## src/rtl/alu4_pkg.sv

```systemverilog
`default_nettype none
// ============================================================================
// Module      : alu4_pkg
// Description : Shared types and constants for the 4-bit ALU and its
//               multi-nibble sequencer.
// Revision    : 1.0 - initial release
// ============================================================================
package alu4_pkg;

    localparam int NIBBLE_W = 4;

    typedef enum logic [1:0] {
        IDLE = 2'd0,
        RUN  = 2'd1,
        DONE = 2'd2
    } state_t;

    localparam logic [3:0] OP_ADD = 4'h0;
    localparam logic [3:0] OP_SUB = 4'h1;
    localparam logic [3:0] OP_AND = 4'h2;
    localparam logic [3:0] OP_OR  = 4'h3;
    localparam logic [3:0] OP_XOR = 4'h4;
    localparam logic [3:0] OP_SHL = 4'h5;
    localparam logic [3:0] OP_ROR = 4'h6;

endpackage : alu4_pkg
`default_nettype wire

```

## src/rtl/alu4_seq_if.sv

```systemverilog
`default_nettype none
// ============================================================================
// Module      : alu4_seq_if
// Description : Command / response bundle of the multi-nibble ALU sequencer.
// Revision    : 1.0 - initial release
// ============================================================================
interface alu4_seq_if
    import alu4_pkg::*;
#(
    parameter int NIBBLES = 4
);
    localparam int W = NIBBLE_W * NIBBLES;

    logic           cmd_valid;
    logic           cmd_ready;
    logic [3:0]     cmd_op;
    logic           cmd_msb_first;
    logic           cmd_mc;
    logic           cmd_rc;
    logic [W-1:0]   cmd_a;
    logic [W-1:0]   cmd_b;

    logic           rsp_valid;
    logic           rsp_ready;
    logic [W-1:0]   rsp_y;
    logic           rsp_mc;
    logic           rsp_rc;
    logic           rsp_ovf;
    logic           rsp_zero;

    modport master (
        output cmd_valid, cmd_op, cmd_msb_first, cmd_mc, cmd_rc, cmd_a, cmd_b,
        input  cmd_ready,
        input  rsp_valid, rsp_y, rsp_mc, rsp_rc, rsp_ovf, rsp_zero,
        output rsp_ready
    );

    modport slave (
        input  cmd_valid, cmd_op, cmd_msb_first, cmd_mc, cmd_rc, cmd_a, cmd_b,
        output cmd_ready,
        output rsp_valid, rsp_y, rsp_mc, rsp_rc, rsp_ovf, rsp_zero,
        input  rsp_ready
    );

endinterface : alu4_seq_if
`default_nettype wire

```

## src/rtl/alu4_seq.sv

```systemverilog
`default_nettype none
// ============================================================================
// Module      : alu4_seq
// Description : Drives a 4-bit ALU one nibble per clock to execute a wide
//               operation; optional abort port under ALU4_SEQ_ABORT_EN.
// Revision    : 1.0 - initial release
// ============================================================================
module alu4_seq
    import alu4_pkg::*;
#(
    parameter int NIBBLES = 4
) (
    input  wire logic       clk,
    input  wire logic       rst,
    alu4_seq_if.slave       bus,
    output logic      [3:0] alu_a,
    output logic      [3:0] alu_b,
    output logic      [3:0] alu_op,
    output logic            alu_mc_in,
    output logic            alu_rc_in,
    input  wire logic [3:0] alu_y,
    input  wire logic       alu_mc_out,
    input  wire logic       alu_rc_out,
    input  wire logic       alu_ovf,
    input  wire logic       alu_zero
`ifdef ALU4_SEQ_ABORT_EN
    ,
    input  wire logic       abort
`endif
);

    localparam int IDX_W = (NIBBLES > 1) ? $clog2(NIBBLES) : 1;
    localparam logic [IDX_W-1:0] c_IDX_FIRST = '0;
    localparam logic [IDX_W-1:0] c_IDX_LAST  = IDX_W'(NIBBLES - 1);

    state_t                               r_state;
    state_t                               w_state_nxt;
    logic [3:0]                           r_op;
    logic                                 r_msb;
    logic [NIBBLES-1:0][NIBBLE_W-1:0]     r_a;
    logic [NIBBLES-1:0][NIBBLE_W-1:0]     r_b;
    logic [NIBBLES-1:0][NIBBLE_W-1:0]     r_y;
    logic                                 r_mc;
    logic                                 r_rc;
    logic                                 r_ovf;
    logic                                 r_zacc;
    logic [IDX_W-1:0]                     r_idx;
    logic                                 w_last;
    logic                                 w_accept;
    logic                                 w_step;
    logic                                 w_abort;

`ifdef ALU4_SEQ_ABORT_EN
    assign w_abort = abort;
`else
    assign w_abort = 1'b0;
`endif

    // Termination is an explicit compare against the direction's end index.
    assign w_last = (r_idx == (r_msb ? c_IDX_FIRST : c_IDX_LAST));

    always_ff @(posedge clk) begin
        if (rst) begin
            r_state <= IDLE;
        end else begin
            r_state <= w_state_nxt;
        end
    end

    always_comb begin
        w_state_nxt   = r_state;
        w_accept      = 1'b0;
        w_step        = 1'b0;
        bus.cmd_ready = 1'b0;
        bus.rsp_valid = 1'b0;
        alu_a         = 4'd0;
        alu_b         = 4'd0;
        alu_op        = 4'd0;
        alu_mc_in     = 1'b0;
        alu_rc_in     = 1'b0;
        case (r_state)
            IDLE: begin
                bus.cmd_ready = 1'b1;
                if (bus.cmd_valid) begin
                    w_accept    = 1'b1;
                    w_state_nxt = RUN;
                end
            end
            RUN: begin
                alu_a     = r_a[r_idx];
                alu_b     = r_b[r_idx];
                alu_op    = r_op;
                alu_mc_in = r_mc;
                alu_rc_in = r_rc;
                if (w_abort) begin
                    w_state_nxt = IDLE;
                end else begin
                    w_step = 1'b1;
                    if (w_last) begin
                        w_state_nxt = DONE;
                    end
                end
            end
            DONE: begin
                bus.rsp_valid = 1'b1;
                if (bus.rsp_ready) begin
                    w_state_nxt = IDLE;
                end
            end
            default: w_state_nxt = IDLE;
        endcase
    end

    always_ff @(posedge clk) begin
        if (rst) begin
            r_op   <= 4'd0;
            r_msb  <= 1'b0;
            r_a    <= '0;
            r_b    <= '0;
            r_y    <= '0;
            r_mc   <= 1'b0;
            r_rc   <= 1'b0;
            r_ovf  <= 1'b0;
            r_zacc <= 1'b1;
            r_idx  <= '0;
        end else if (w_accept) begin
            r_op   <= bus.cmd_op;
            r_msb  <= bus.cmd_msb_first;
            r_a    <= bus.cmd_a;
            r_b    <= bus.cmd_b;
            r_mc   <= bus.cmd_mc;
            r_rc   <= bus.cmd_rc;
            r_zacc <= 1'b1;
            r_idx  <= bus.cmd_msb_first ? c_IDX_LAST : c_IDX_FIRST;
        end else if (w_step) begin
            r_y[r_idx] <= alu_y;
            r_mc       <= alu_mc_out;
            r_rc       <= alu_rc_out;
            r_ovf      <= alu_ovf;
            r_zacc     <= r_zacc & alu_zero;
            if (!w_last) begin
                r_idx <= r_msb ? (r_idx - 1'b1) : (r_idx + 1'b1);
            end
        end
    end

    assign bus.rsp_y    = r_y;
    assign bus.rsp_mc   = r_mc;
    assign bus.rsp_rc   = r_rc;
    assign bus.rsp_ovf  = r_ovf;
    assign bus.rsp_zero = r_zacc;

endmodule : alu4_seq
`default_nettype wire

```

## src/flat_wrapper.sv

```systemverilog
// flat-port wrapper written by rule: the top's interface ports become plain ports
module alu4_seq_flat import alu4_pkg::*;
#(
    parameter int NIBBLES = 4
)
  (clk, rst, alu_a, alu_b, alu_op, alu_mc_in, alu_rc_in, alu_y, alu_mc_out, alu_rc_out, alu_ovf, alu_zero, bus_cmd_valid, bus_cmd_op, bus_cmd_msb_first, bus_cmd_mc, bus_cmd_rc, bus_cmd_a, bus_cmd_b, bus_cmd_ready, bus_rsp_valid, bus_rsp_y, bus_rsp_mc, bus_rsp_rc, bus_rsp_ovf, bus_rsp_zero, bus_rsp_ready);
  alu4_seq_if #(.NIBBLES(NIBBLES)) bus_i ();
  input  wire logic clk;
  input  wire logic rst;
  output logic      [3:0] alu_a;
  output logic      [3:0] alu_b;
  output logic      [3:0] alu_op;
  output logic alu_mc_in;
  output logic alu_rc_in;
  input  wire logic [3:0] alu_y;
  input  wire logic alu_mc_out;
  input  wire logic alu_rc_out;
  input  wire logic alu_ovf;
  input  wire logic alu_zero;
  input wire logic [$bits(bus_i.cmd_valid)-1:0] bus_cmd_valid;
  input wire logic [$bits(bus_i.cmd_op)-1:0] bus_cmd_op;
  input wire logic [$bits(bus_i.cmd_msb_first)-1:0] bus_cmd_msb_first;
  input wire logic [$bits(bus_i.cmd_mc)-1:0] bus_cmd_mc;
  input wire logic [$bits(bus_i.cmd_rc)-1:0] bus_cmd_rc;
  input wire logic [$bits(bus_i.cmd_a)-1:0] bus_cmd_a;
  input wire logic [$bits(bus_i.cmd_b)-1:0] bus_cmd_b;
  output wire logic [$bits(bus_i.cmd_ready)-1:0] bus_cmd_ready;
  output wire logic [$bits(bus_i.rsp_valid)-1:0] bus_rsp_valid;
  output wire logic [$bits(bus_i.rsp_y)-1:0] bus_rsp_y;
  output wire logic [$bits(bus_i.rsp_mc)-1:0] bus_rsp_mc;
  output wire logic [$bits(bus_i.rsp_rc)-1:0] bus_rsp_rc;
  output wire logic [$bits(bus_i.rsp_ovf)-1:0] bus_rsp_ovf;
  output wire logic [$bits(bus_i.rsp_zero)-1:0] bus_rsp_zero;
  input wire logic [$bits(bus_i.rsp_ready)-1:0] bus_rsp_ready;
  assign bus_i.cmd_valid = bus_cmd_valid;
  assign bus_i.cmd_op = bus_cmd_op;
  assign bus_i.cmd_msb_first = bus_cmd_msb_first;
  assign bus_i.cmd_mc = bus_cmd_mc;
  assign bus_i.cmd_rc = bus_cmd_rc;
  assign bus_i.cmd_a = bus_cmd_a;
  assign bus_i.cmd_b = bus_cmd_b;
  assign bus_cmd_ready = bus_i.cmd_ready;
  assign bus_rsp_valid = bus_i.rsp_valid;
  assign bus_rsp_y = bus_i.rsp_y;
  assign bus_rsp_mc = bus_i.rsp_mc;
  assign bus_rsp_rc = bus_i.rsp_rc;
  assign bus_rsp_ovf = bus_i.rsp_ovf;
  assign bus_rsp_zero = bus_i.rsp_zero;
  assign bus_i.rsp_ready = bus_rsp_ready;
  alu4_seq #(.NIBBLES(NIBBLES)) u_core (.clk(clk), .rst(rst), .bus(bus_i), .alu_a(alu_a), .alu_b(alu_b), .alu_op(alu_op), .alu_mc_in(alu_mc_in), .alu_rc_in(alu_rc_in), .alu_y(alu_y), .alu_mc_out(alu_mc_out), .alu_rc_out(alu_rc_out), .alu_ovf(alu_ovf), .alu_zero(alu_zero));
endmodule
```

## config.mk

```make
export PLATFORM = sky130hd
export DESIGN_NAME = alu4_seq_flat
export DESIGN_NICKNAME = d
export VERILOG_FILES = /design/src/rtl/alu4_pkg.sv /design/src/rtl/alu4_seq_if.sv /design/src/rtl/alu4_seq.sv /design/src/flat_wrapper.sv
export SDC_FILE = /design/constraint.sdc
export NUM_CORES = 1
export LEC_CHECK = 0
export CAP_MARGIN = 20
export CORE_AREA = 10 10 101 103
export CTS_CLUSTER_DIAMETER = 80
export DETAILED_ROUTE_END_ITERATION = 8
export DIE_AREA = 0 0 111 113
export HOLD_SLACK_MARGIN = 0.05
export MAX_ROUTING_LAYER = met4
export SYNTH_ARGS = -nofsm -noshare
export SYNTH_HDL_FRONTEND = slang
export SYNTH_SLANG_ARGS = --single-unit
```

## constraint.sdc

```tcl
create_clock -name clk -period 1.6 [get_ports clk]
set_input_delay 0.32 -clock clk [delete_from_list [all_inputs] [get_ports clk]]
set_output_delay 0.32 -clock clk [all_outputs]
set_load 0.02 [all_outputs]
```

==> results.md, run 1 <==
* Status: complete, but fails checks
* Failing checks: negative setup slack
* Mapped Nets at 342
* Post-synth top area cell: dfxtp_1
* Min-delay src: rst
* Max-Cap Viols at 0
* CP Class: flip-flop to output port
* Crit path depth at 4
* GRT overflow at 0
* Avg WL per Cell at 14.7 um
* Final wirelength at 7430 um
* Yosys top cell area share at 0.472
* Leakage at 1.67 nW
* Clock Sinks at 61
* Commonest non-fill, non-tap cell in the layout: nand2_1
* Yosys warns at 0
* Post-synthesis register bit count at 61
* Psw at 1.07 mW
* Die area at 0.0125 sq mm
* Worst EP arrival at 1.61 ns
* Fin crit period at 1.93 ns
* N_diodes at 0
* DR top layer: met4
* Seq/Total Area, Yosys at 0.472
* Filler cell count in the final layout at 790
* Chip Height at 113 um
* RD Place Congestion at 0.761
* Dominant cells by area after synthesis: dfxtp_1 (47%), nand2_1 (12%), a21oi_1 (7.9%), mux4_2 (7.0%), mux2i_1 (6.2%)
* Met2 WL at 3360 um
* Vias in the first global route at 2468
* Row cnt at 33
* Hold Crit Endpoint: u_core.bus.rsp_y[5]
* Reg2reg start: u_core.r_state[1]
* Tot Pwr at 3.92 mW
* RSZ-0062 raised after global routing: yes
* Syn Std Cell Area at 0.00258 sq mm
* Multi-input gate area at 0.00130 sq mm
* Clock power frac at 0.344
* Cts bufs inserted at 9
* TritonCTS clock tree: built
* Max VDD drop at 0.473 mV
* Share of the clock period used by the worst path at 1.21
* Final WS setup at -0.331 ns
* First-pass DRT Iterations at 4
* CTS max path bufs at 2
* Vias per cell at 4.52
* Starting Density at 0.318
* DRC at 0
* Largest net degree at the start of global routing at 25
* Worst Setup End Kind: output port
* Cts hold-fix bufs at 0
* Final antenna-violating net count at 0
* Width of the chip at 111 um
* Post-DP HPWL at 5560 um
* Data required time of the worst path at 1.28 ns
* Hold Crit Class: input port to flip-flop
* H-tree Lvls at 3
* Worst R2R End: u_core.bus.rsp_y[5]
* Clock latency on the worst-skew pair at 0.34 ns
* Slew margin rel. at 0.753
* CORE AREA at 0.00813 sq mm
* Post-Route Utilization at 0.486
* Worst-Margin Slew at 0.370 ns
* Final setup fails at 8
* Layout cells sized above 1 at 0.233
* IO Pins at 87
* Mapped Avg Cell Area at 8.88 sq um
* Place WS at -0.446 ns
* Power Density at 990 mW/mm^2
* CP Cell Sequence: buf_6 > mux4_2 > and2_4 > buf_6
* Int Pwr at 2.85 mW
* Initial drt markers at 111
* Via count at 2277
* FF-to-FF path depth at 6
* All-Layer GR Usage at 0.122
* Slowest cell on crit path: mux4_2
* First-pass GRT wire length at 12100 um
* Clk pin slew, worst setup/hold paths at 0.07 ns
* Hold Crit Depth at 2
* Met1 Routed Length at 3640 um
* Most frequent cell on the critical path: buf_6
* Max-slew violations at 0
* Max Fanout on Critical Path at 4
* Met3 WL post-DR at 332 um
* Reg2Reg Setup Slack at 0.12 ns
* Root Driver: clkbuf_8
* Buffers on Ports at 86
* Final hold vios at 0
* P&R area growth vs syn at 53.0%
* Synthesized instance count at 291
* Comb pwr share at 0.227
* Buf/Inv on CP at 2
* Commonest non-fill, non-tap cells in the layout: nand2_1 (81), dfxtp_1 (58), clkdlybuf4s50_1 (49)
* Sequential cell area at 0.00123 sq mm
* Net Sw Frac at 0.273
* Max incr delay on CP at 0.49 ns
* Fmax at 518 MHz
* Skew final at 0.00638 ns
* Sequential power share at 0.429
* Synth cell types at 30
* Final #Nets at 446
* Crit path max-delay family: multiplexers
* Startpoint Class: flip-flop
* Initial antenna violation count at 0
==> Yosys cell counts <==
library cell,n
mux2i_1,16
and4b_1,1
o21ai_0,2
dfxtp_1,61
buf_6,2
xnor2_1,2
buf_2,6
nor2_2,1
buf_4,3
o22a_1,1
o21ba_1,1
nor2b_1,2
o211a_1,1
nand2_1,81
nor3b_2,1
and3b_1,2
clkbuf_1,11
a31oi_1,1
nor3b_4,2
a21oi_1,41
mux4_2,8
nor2_1,19
nor3_1,2
inv_1,2
nor3_4,1
and2_1,14
nand2b_1,2
a311oi_1,1
a22oi_1,2
nand3_1,2
==> state kept, by name (all words and copies together) (netlist names) <==
| signal | cells |
|---|---|
| u_core.r_b | 16 |
| u_core.r_msb | 1 |
| u_core.bus.rsp_y | 16 |
| u_core.bus.rsp_zero | 1 |
| u_core.bus.rsp_mc | 1 |
| u_core.r_op | 4 |
| u_core.r_idx | 2 |
| u_core.r_a | 16 |
| u_core.bus.rsp_ovf | 1 |
| u_core.r_state | 2 |
| u_core.bus.rsp_rc | 1 |
==> power groups by stage <==
stage                     clock, mW  combinational (mW)  sequential [mW]
after floorplan                   0               0.454             1.72
after global placement            0               0.848             1.70
after detailed placement          0               0.858             1.71
after CTS                      1.39               0.871             1.68
after global routing           1.45               0.979             1.69
final                          1.35               0.889             1.68
==> worst reg2reg max path, cell delays in order, from the launching register on <==
cell      delay, ns
dfxtp_1        0.33
buf_4          0.16
nand2b_2       0.26
nor3b_4        0.22
buf_4          0.17
mux2i_1        0.18
nor2_1         0.05
==> layer usage <==
layer | track usage | vias to the layer above
met3 | 0.0423 | 7
met5 | - | -
met1 | 0.148 | 1036
met4 | 0.0391 | 0
met2 | 0.187 | 58
li1 | - | 1176
==> through the flow <==
stage / instance area, sq um / cells / TNS [ns] / hold slack (ns)
final: 3960 / 504 / -2.45 / 0.367
after global routing: 3960 / 504 / -3.13 / 0.373
after CTS: 3870 / 499 / -2.58 / 0.358
after detailed placement: 3660 / 483 / -7.07 / 0.445
after global placement: 3660 / 483 / -6.43 / 0.440
after floorplan: 2580 / 291 / 0 / 0.432
==> timing repair <==
action	in CTS	in global routing
buffers inserted	1	4
cloned	0	1
pin swaps	8	6
gates resized for setup	122	19
setup endpoints to repair	36	28
==> worst max path at each step <==
stage	from	end	slack, ns
after floorplan	u_core.r_idx[1]	alu_a[0]	0.04
after global placement	u_core.r_idx[0]	alu_b[1]	-0.41
after detailed placement	u_core.r_idx[0]	alu_b[1]	-0.45
after CTS	u_core.r_idx[0]	alu_a[2]	-0.34
after global routing	u_core.r_idx[0]	alu_b[2]	-0.38
final	u_core.r_idx[0]	alu_b[2]	-0.33
==> cell families (layout without fill, tap and decap cells) <==
family                 count (synthesis)  count (layout)  share of synthesized area
flip-flops                            61              61                      0.472
AND/OR/NAND/NOR                      130             130                      0.235
multiplexers                          24              24                      0.132
buffers and inverters                 24             132                     0.0479
XOR/XNOR                               2               2                    0.00678
AO/OA/AOI/OAI                         50              50                      0.106
==> layout make-up <==
type | count | share of cell area
multi-input combinational | 206 | 0.328
sequential | 61 | 0.310
timing repair buffer | 115 | 0.279
clock buffer | 11 | 0.0357
tap | 105 | 0.0332
clock inverter | 4 | 0.0123
inverter | 2 | 0.00190
Power figures use the tool's default switching activity.
==> inputs of run 2 (changes only) <==
--- a/config.mk
+++ b/config.mk
@@ -6,12 +6,15 @@
 export NUM_CORES = 1
 export LEC_CHECK = 0
 export CAP_MARGIN = 20
+export CELL_PAD_IN_SITES_DETAIL_PLACEMENT = 0
+export CELL_PAD_IN_SITES_GLOBAL_PLACEMENT = 1
 export CORE_AREA = 10 10 101 103
 export CTS_CLUSTER_DIAMETER = 80
 export DETAILED_ROUTE_END_ITERATION = 8
 export DIE_AREA = 0 0 111 113
 export HOLD_SLACK_MARGIN = 0.05
 export MAX_ROUTING_LAYER = met4
+export PLACE_DENSITY_LB_ADDON = 0.1
 export SYNTH_ARGS = -nofsm -noshare
 export SYNTH_HDL_FRONTEND = slang
 export SYNTH_SLANG_ARGS = --single-unit
==> run 2 against run 1 <==
Effect of this change:
- the run still ends with negative setup slack left
- critical path type unchanged
- non-clock buffer count decreased by 2
- count of clock-buffer cells in the layout unchanged
- highest routed layer unchanged
- clock power about the same
- wire length down 2.8%
- worst setup slack better by 0.049 ns
- sequential share of layout area decreased by 0.25 points
- via count is 1.1% higher
- first-iteration DRC count fell by 42%
- cell count fell by 0.20%
==> results.md, run 2 (synthesis gave the netlist of run 1 again) <==
* Status: complete, but fails checks
* Failing checks: negative setup slack
* Worst Setup End Kind: output port
* Initial antenna violation count at 0
* Crit path max-delay family: multiplexers
* CP Cell Sequence: buf_6 > mux4_2 > and2_4 > buf_6
* All-Layer GR Usage at 0.120
* Hold Crit Endpoint: u_core.bus.rsp_y[0]
* Slew margin rel. at 0.739
* Startpoint Class: flip-flop
* Commonest non-fill, non-tap cell in the layout: nand2_1
* Filler cell count in the final layout at 794
* Cts bufs inserted at 9
* Width of the chip at 111 um
* Clock Sinks at 61
* Final hold vios at 0
* Avg WL per Cell at 14.4 um
* Clk pin slew, worst setup/hold paths at 0.07 ns
* Buffers on Ports at 86
* TritonCTS clock tree: built
* Hold Crit Class: input port to flip-flop
* Max VDD drop at 0.602 mV
* Final #Nets at 444
* Fmax at 531 MHz
* Max-Cap Viols at 0
* FF-to-FF path depth at 6
* Crit path depth at 4
* Reg2reg start: u_core.r_idx[0]
* Inst Count DP at 483
* Most frequent cell on the critical path: buf_6
* Clock latency on the worst-skew pair at 0.34 ns
* Data required time of the worst path at 1.28 ns
* DRC at 0
* Vias per cell at 4.57
* First-pass GRT wire length at 12100 um
* Post-DP HPWL at 5300 um
* CP Class: flip-flop to output port
* Die area at 0.0125 sq mm
* Post-Route Utilization at 0.489
* Cts hold-fix bufs at 0
* GRT overflow at 0
* Post-route insts no fill at 503
* Row cnt at 33
* Max incr delay on CP at 0.49 ns
* Initial drt markers at 64
* Worst R2R End: u_core.bus.rsp_y[0]
* CTS max path bufs at 2
* Slowest cell on crit path: mux4_2
* Worst-Margin Slew at 0.392 ns
* Layout cells sized above 1 at 0.229
* Hold Crit Depth at 2
* Final setup fails at 8
* Setup TNS Final at -2.16 ns
* Via count at 2301
* Power Density at 992 mW/mm^2
* Max-slew violations at 0
* First-pass DRT Iterations at 5
* Min-delay src: rst
* Starting Density at 0.318
* Reg2Reg Setup Slack at 0.09 ns
* Final wirelength at 7220 um
* Fin crit period at 1.88 ns
* Final antenna-violating net count at 0
* H-tree Lvls at 3
* RSZ-0062 raised after global routing: yes
* Commonest non-fill, non-tap cells in the layout: nand2_1 (81), dfxtp_1 (59), clkdlybuf4s50_1 (49)
* Worst EP arrival at 1.56 ns
* Share of the clock period used by the worst path at 1.18
* Chip Height at 113 um
* P&R area growth vs syn at 53.8%
* N_diodes at 0
* Vias in the first global route at 2433
* Root Driver: clkbuf_8
* Final WS setup at -0.282 ns
* Leakage at 1.67 nW
* Largest net degree at the start of global routing at 30
* RD Place Congestion at 0.723
* IO Pins at 87
* Skew final at 0.00993 ns
* Buf/Inv on CP at 2
* CORE AREA at 0.00813 sq mm
* Max Fanout on Critical Path at 4
==> run 2: cell types whose count changed in the layout (fill, tap and decap cells not counted), sizes merged <==
| cell | delta |
|---|---|
| buf | -2 |
| clkinvlp | +1 |
==> run 2: layer usage <==
metal	global-route usage	part of all wire	vias up
li1	-	-	1174
met1	0.135	0.46	1056
met2	0.195	0.47	65
met3	0.0512	0.059	6
met4	0.0260	0.0068	0
met5	-	0	-
==> run 2: layout make-up <==
| cell class | instances | area (sq um) | area share |
|---|---|---|---|
| repair buffers | 113 | 1110 | 0.280 |
| multi-input cells | 206 | 1300 | 0.327 |
| clock buffers | 11 | 141 | 0.0356 |
| well taps | 105 | 131 | 0.0330 |
| inverters | 2 | 7.51 | 0.00189 |
| flip-flops and latches | 61 | 1220 | 0.308 |
| clock inverters | 5 | 60.1 | 0.0151 |
==> run 2: what timing repair did <==
action | in CTS | in global routing
buffers inserted | 2 | 2
gates resized for setup | 118 | 19
pin swaps | 8 | 5
cloned | 0 | 0
setup endpoints to repair | 36 | 25
==> run 2: where the power goes <==
| group | internal, mW | leakage [nW] | switching [mW] | total, mW |
|---|---|---|---|---|
| registers | 1.62 | 0.500 | 0.0517 | 1.67 |
| logic | 0.481 | 1.07 | 0.421 | 0.902 |
| clock network | 0.764 | 0.0995 | 0.603 | 1.37 |
| total | 2.87 | 1.67 | 1.08 | 3.94 |
==> run 2: how the worst max path moves through the flow <==
stage                                from       end  slack, ns
after floorplan           u_core.r_idx[1]  alu_a[0]       0.04
after global placement    u_core.r_idx[0]  alu_a[3]      -0.38
after detailed placement  u_core.r_idx[0]  alu_b[1]      -0.39
after CTS                 u_core.r_idx[0]  alu_b[1]      -0.32
after global routing      u_core.r_idx[0]  alu_b[2]      -0.36
final                     u_core.r_idx[0]  alu_b[1]      -0.28
==> run 2: metrics by stage <==
step	area (sq um)	hold WS [ns]	setup WS [ns]	total power, mW
6_report	3980	0.392	-0.282	3.94
3_3_place_gp	3690	0.437	-0.385	2.57
2_1_floorplan	2580	0.432	0.0363	2.18
3_5_place_dp	3690	0.445	-0.395	2.58
4_1_cts	3910	0.370	-0.318	3.98
5_1_grt	3980	0.379	-0.360	4.16
==> inputs of run 3 (changes only) <==
--- a/config.mk
+++ b/config.mk
@@ -5,6 +5,7 @@
 export SDC_FILE = /design/constraint.sdc
 export NUM_CORES = 1
 export LEC_CHECK = 0
+export ABC_AREA = 1
 export CAP_MARGIN = 20
 export CELL_PAD_IN_SITES_DETAIL_PLACEMENT = 0
 export CELL_PAD_IN_SITES_GLOBAL_PLACEMENT = 1
@@ -14,7 +15,7 @@
 export DIE_AREA = 0 0 111 113
 export HOLD_SLACK_MARGIN = 0.05
 export MAX_ROUTING_LAYER = met4
-export PLACE_DENSITY_LB_ADDON = 0.1
+export PLACE_DENSITY = 0.88
 export SYNTH_ARGS = -nofsm -noshare
 export SYNTH_HDL_FRONTEND = slang
 export SYNTH_SLANG_ARGS = --single-unit
==> run 3 against run 2 <==
Effect of this change:
- the run still ends with negative setup slack left
- critical path depth is 2 higher
- global-route usage up 0.44 points
- clock skew shrank 0.0057 ns
- largest cell class unchanged
- highest routed layer unchanged
- non-clock buffer count grew 2
==> results.md, run 3 <==
* Status: complete, but fails checks
* Failing checks: negative setup slack
* DR top layer: met4
* Fin crit period at 1.87 ns
* CTS max path bufs at 2
* Dominant cells by area after synthesis: dfxtp_1 (49%), nor2_1 (17%), o21ai_0 (11%), nand2_1 (5.4%), a21oi_1 (3.4%)
* RD Place Congestion at 0.801
* Mapped Nets at 399
* Yosys top cell area share at 0.492
* Final WS setup at -0.266 ns
* Starting Density at 0.305
* Met1 Routed Length at 3820 um
* Yosys warns at 0
* Vias in the first global route at 2557
* Most frequent cell after synthesis: nor2_1
* Cts hold-fix bufs at 0
* GRT overflow at 0
* Post-synth EDFFs at 0
* Vias per cell at 4.48
* Commonest non-fill, non-tap cells in the layout: nor2_1 (111), dfxtp_1 (59), o21ai_0 (55)
* Setup TNS Final at -1.49 ns
* Tot Pwr at 4.18 mW
* Die area at 0.0125 sq mm
* Seq/Total Area, Yosys at 0.492
* IO Pins at 87
* Place WS at -0.398 ns
* TritonCTS clock tree: built
* Skew final at 0.00424 ns
* Commonest non-fill, non-tap cell in the layout: nor2_1
* Clock Sinks at 61
* Synthesized instance count at 348
* Worst Setup End Kind: output port
* Worst EP arrival at 1.55 ns
* Post-DP HPWL at 5710 um
* CORE AREA at 0.00813 sq mm
* CP Class: flip-flop to output port
* Row cnt at 33
* Chip Height at 113 um
* Mapped Avg Cell Area at 7.13 sq um
* Share of the clock period used by the worst path at 1.17
* Root Driver: clkbuf_8
* Startpoint Class: flip-flop
* Final antenna-violating net count at 0
* Slew margin rel. at 0.775
* Max-slew violations at 0
* RSZ-0062 raised after global routing: yes
* Syn Std Cell Area at 0.00248 sq mm
* Main synth FF type: dfxtp_1
* Buffers on Ports at 86
* Via count at 2545
* Clk pin slew, worst setup/hold paths at 0.07 ns
* Width of the chip at 111 um
* H-tree Lvls at 3
* Power Density at 1040 mW/mm^2
* DRC at 0
* Layout cells sized above 1 at 0.227
* Top post-synthesis cells by count: nor2_1 (114), dfxtp_1 (61), o21ai_0 (55), nand2_1 (36), a21oi_1 (17)
* Post-synthesis register bit count at 61
* Max VDD drop at 0.510 mV
* N_diodes at 0
* Final hold vios at 0
* Cts bufs inserted at 9
* Synth cell types at 21
* Initial drt markers at 79
* Avg WL per Cell at 13.7 um
* Met3 WL post-DR at 197 um
* First-pass GRT wire length at 12500 um
* P&R area growth vs syn at 62.7%
* Async S/R FF share, synth at 0
* Total placed instance area at 0.00364 sq mm
* Hold Crit Class: flip-flop to flip-flop
* Final #Nets at 509
* Fmax at 536 MHz
* Leakage at 1.72 nW
* First-pass DRT Iterations at 4
* Final wirelength at 7760 um
* Clock latency on the worst-skew pair at 0.33 ns
* Final setup fails at 8
* Met2 WL at 3640 um
* Final Cell Area at 0.00403 sq mm
* Initial antenna violation count at 0
* Largest net degree at the start of global routing at 52
* Data required time of the worst path at 1.28 ns
* All-Layer GR Usage at 0.124
* Max Fanout on Critical Path at 7
* Max-Cap Viols at 0
* Post-synth top area cell: dfxtp_1
* Filler cell count in the final layout at 786
* Worst-Margin Slew at 0.338 ns
-- run 3: path summary, 6_finish.rpt --
kind                                   startpoint                    to  slack (ns)  cells past startpoint
worst max-delay path              u_core.r_idx[0]              alu_a[1]       -0.27                      6
worst min-delay path               u_core.r_op[2]        u_core.r_op[2]        0.46                      2
worst max register to register  u_core.r_state[0]  u_core.bus.rsp_y[12]        0.12                      7
worst min register to register     u_core.r_op[2]        u_core.r_op[2]        0.46                      2
-- run 3: cell families after synthesis --
group,share of synthesized area
and+or+nand+nor,0.281
buffers and inverters,0.0575
AOI/OAI and AO/OA,0.170
DFF,0.492
-- run 3: metal layers --
layer,vias to the layer above,track usage
met5,-,-
met4,0,0.0582
met3,9,0.0232
met2,76,0.198
met1,1116,0.150
li1,1344,-
-- run 3: per-stage QoR --
stage          instances  utilization  hold WS, ns
2_1_floorplan        348            -        0.430
3_3_place_gp         550        0.448        0.440
3_5_place_dp         550        0.448        0.445
4_1_cts              567        0.481        0.455
5_1_grt              568        0.496        0.496
6_report             568        0.496        0.462
-- run 3: cell type report --
class,count,area [sq um],share of cell area
Multi-Input combinational cell,252,1300,0.322
Clock buffer,12,155,0.0385
Tap cell,105,131,0.0326
Sequential cell,61,1230,0.304
Inverter,19,73.8,0.0183
Clock inverter,4,22.5,0.00558
Timing Repair Buffer,115,1130,0.279
-- run 3: critical path, cell delays in order (launching register included) --
cell     delay [ns]
dfxtp_4        0.38
buf_6          0.11
nor2_4         0.04
buf_6          0.13
a22oi_1        0.31
a21oi_4        0.10
buf_6          0.14
-- run 3: power by group --
group	internal [mW]	leakage, nW	switching, mW
sequential	1.68	0.503	0.0951
clock	0.638	0.0921	0.578
combinational	0.569	1.12	0.624
-- run 3: timing repair --
action / CTS / global route
setup buffers: 1 / 0
setup endpoints to repair: 36 / 16
gates cloned: 0 / 1
resized for setup: 132 / 31
pin swaps: 11 / 6
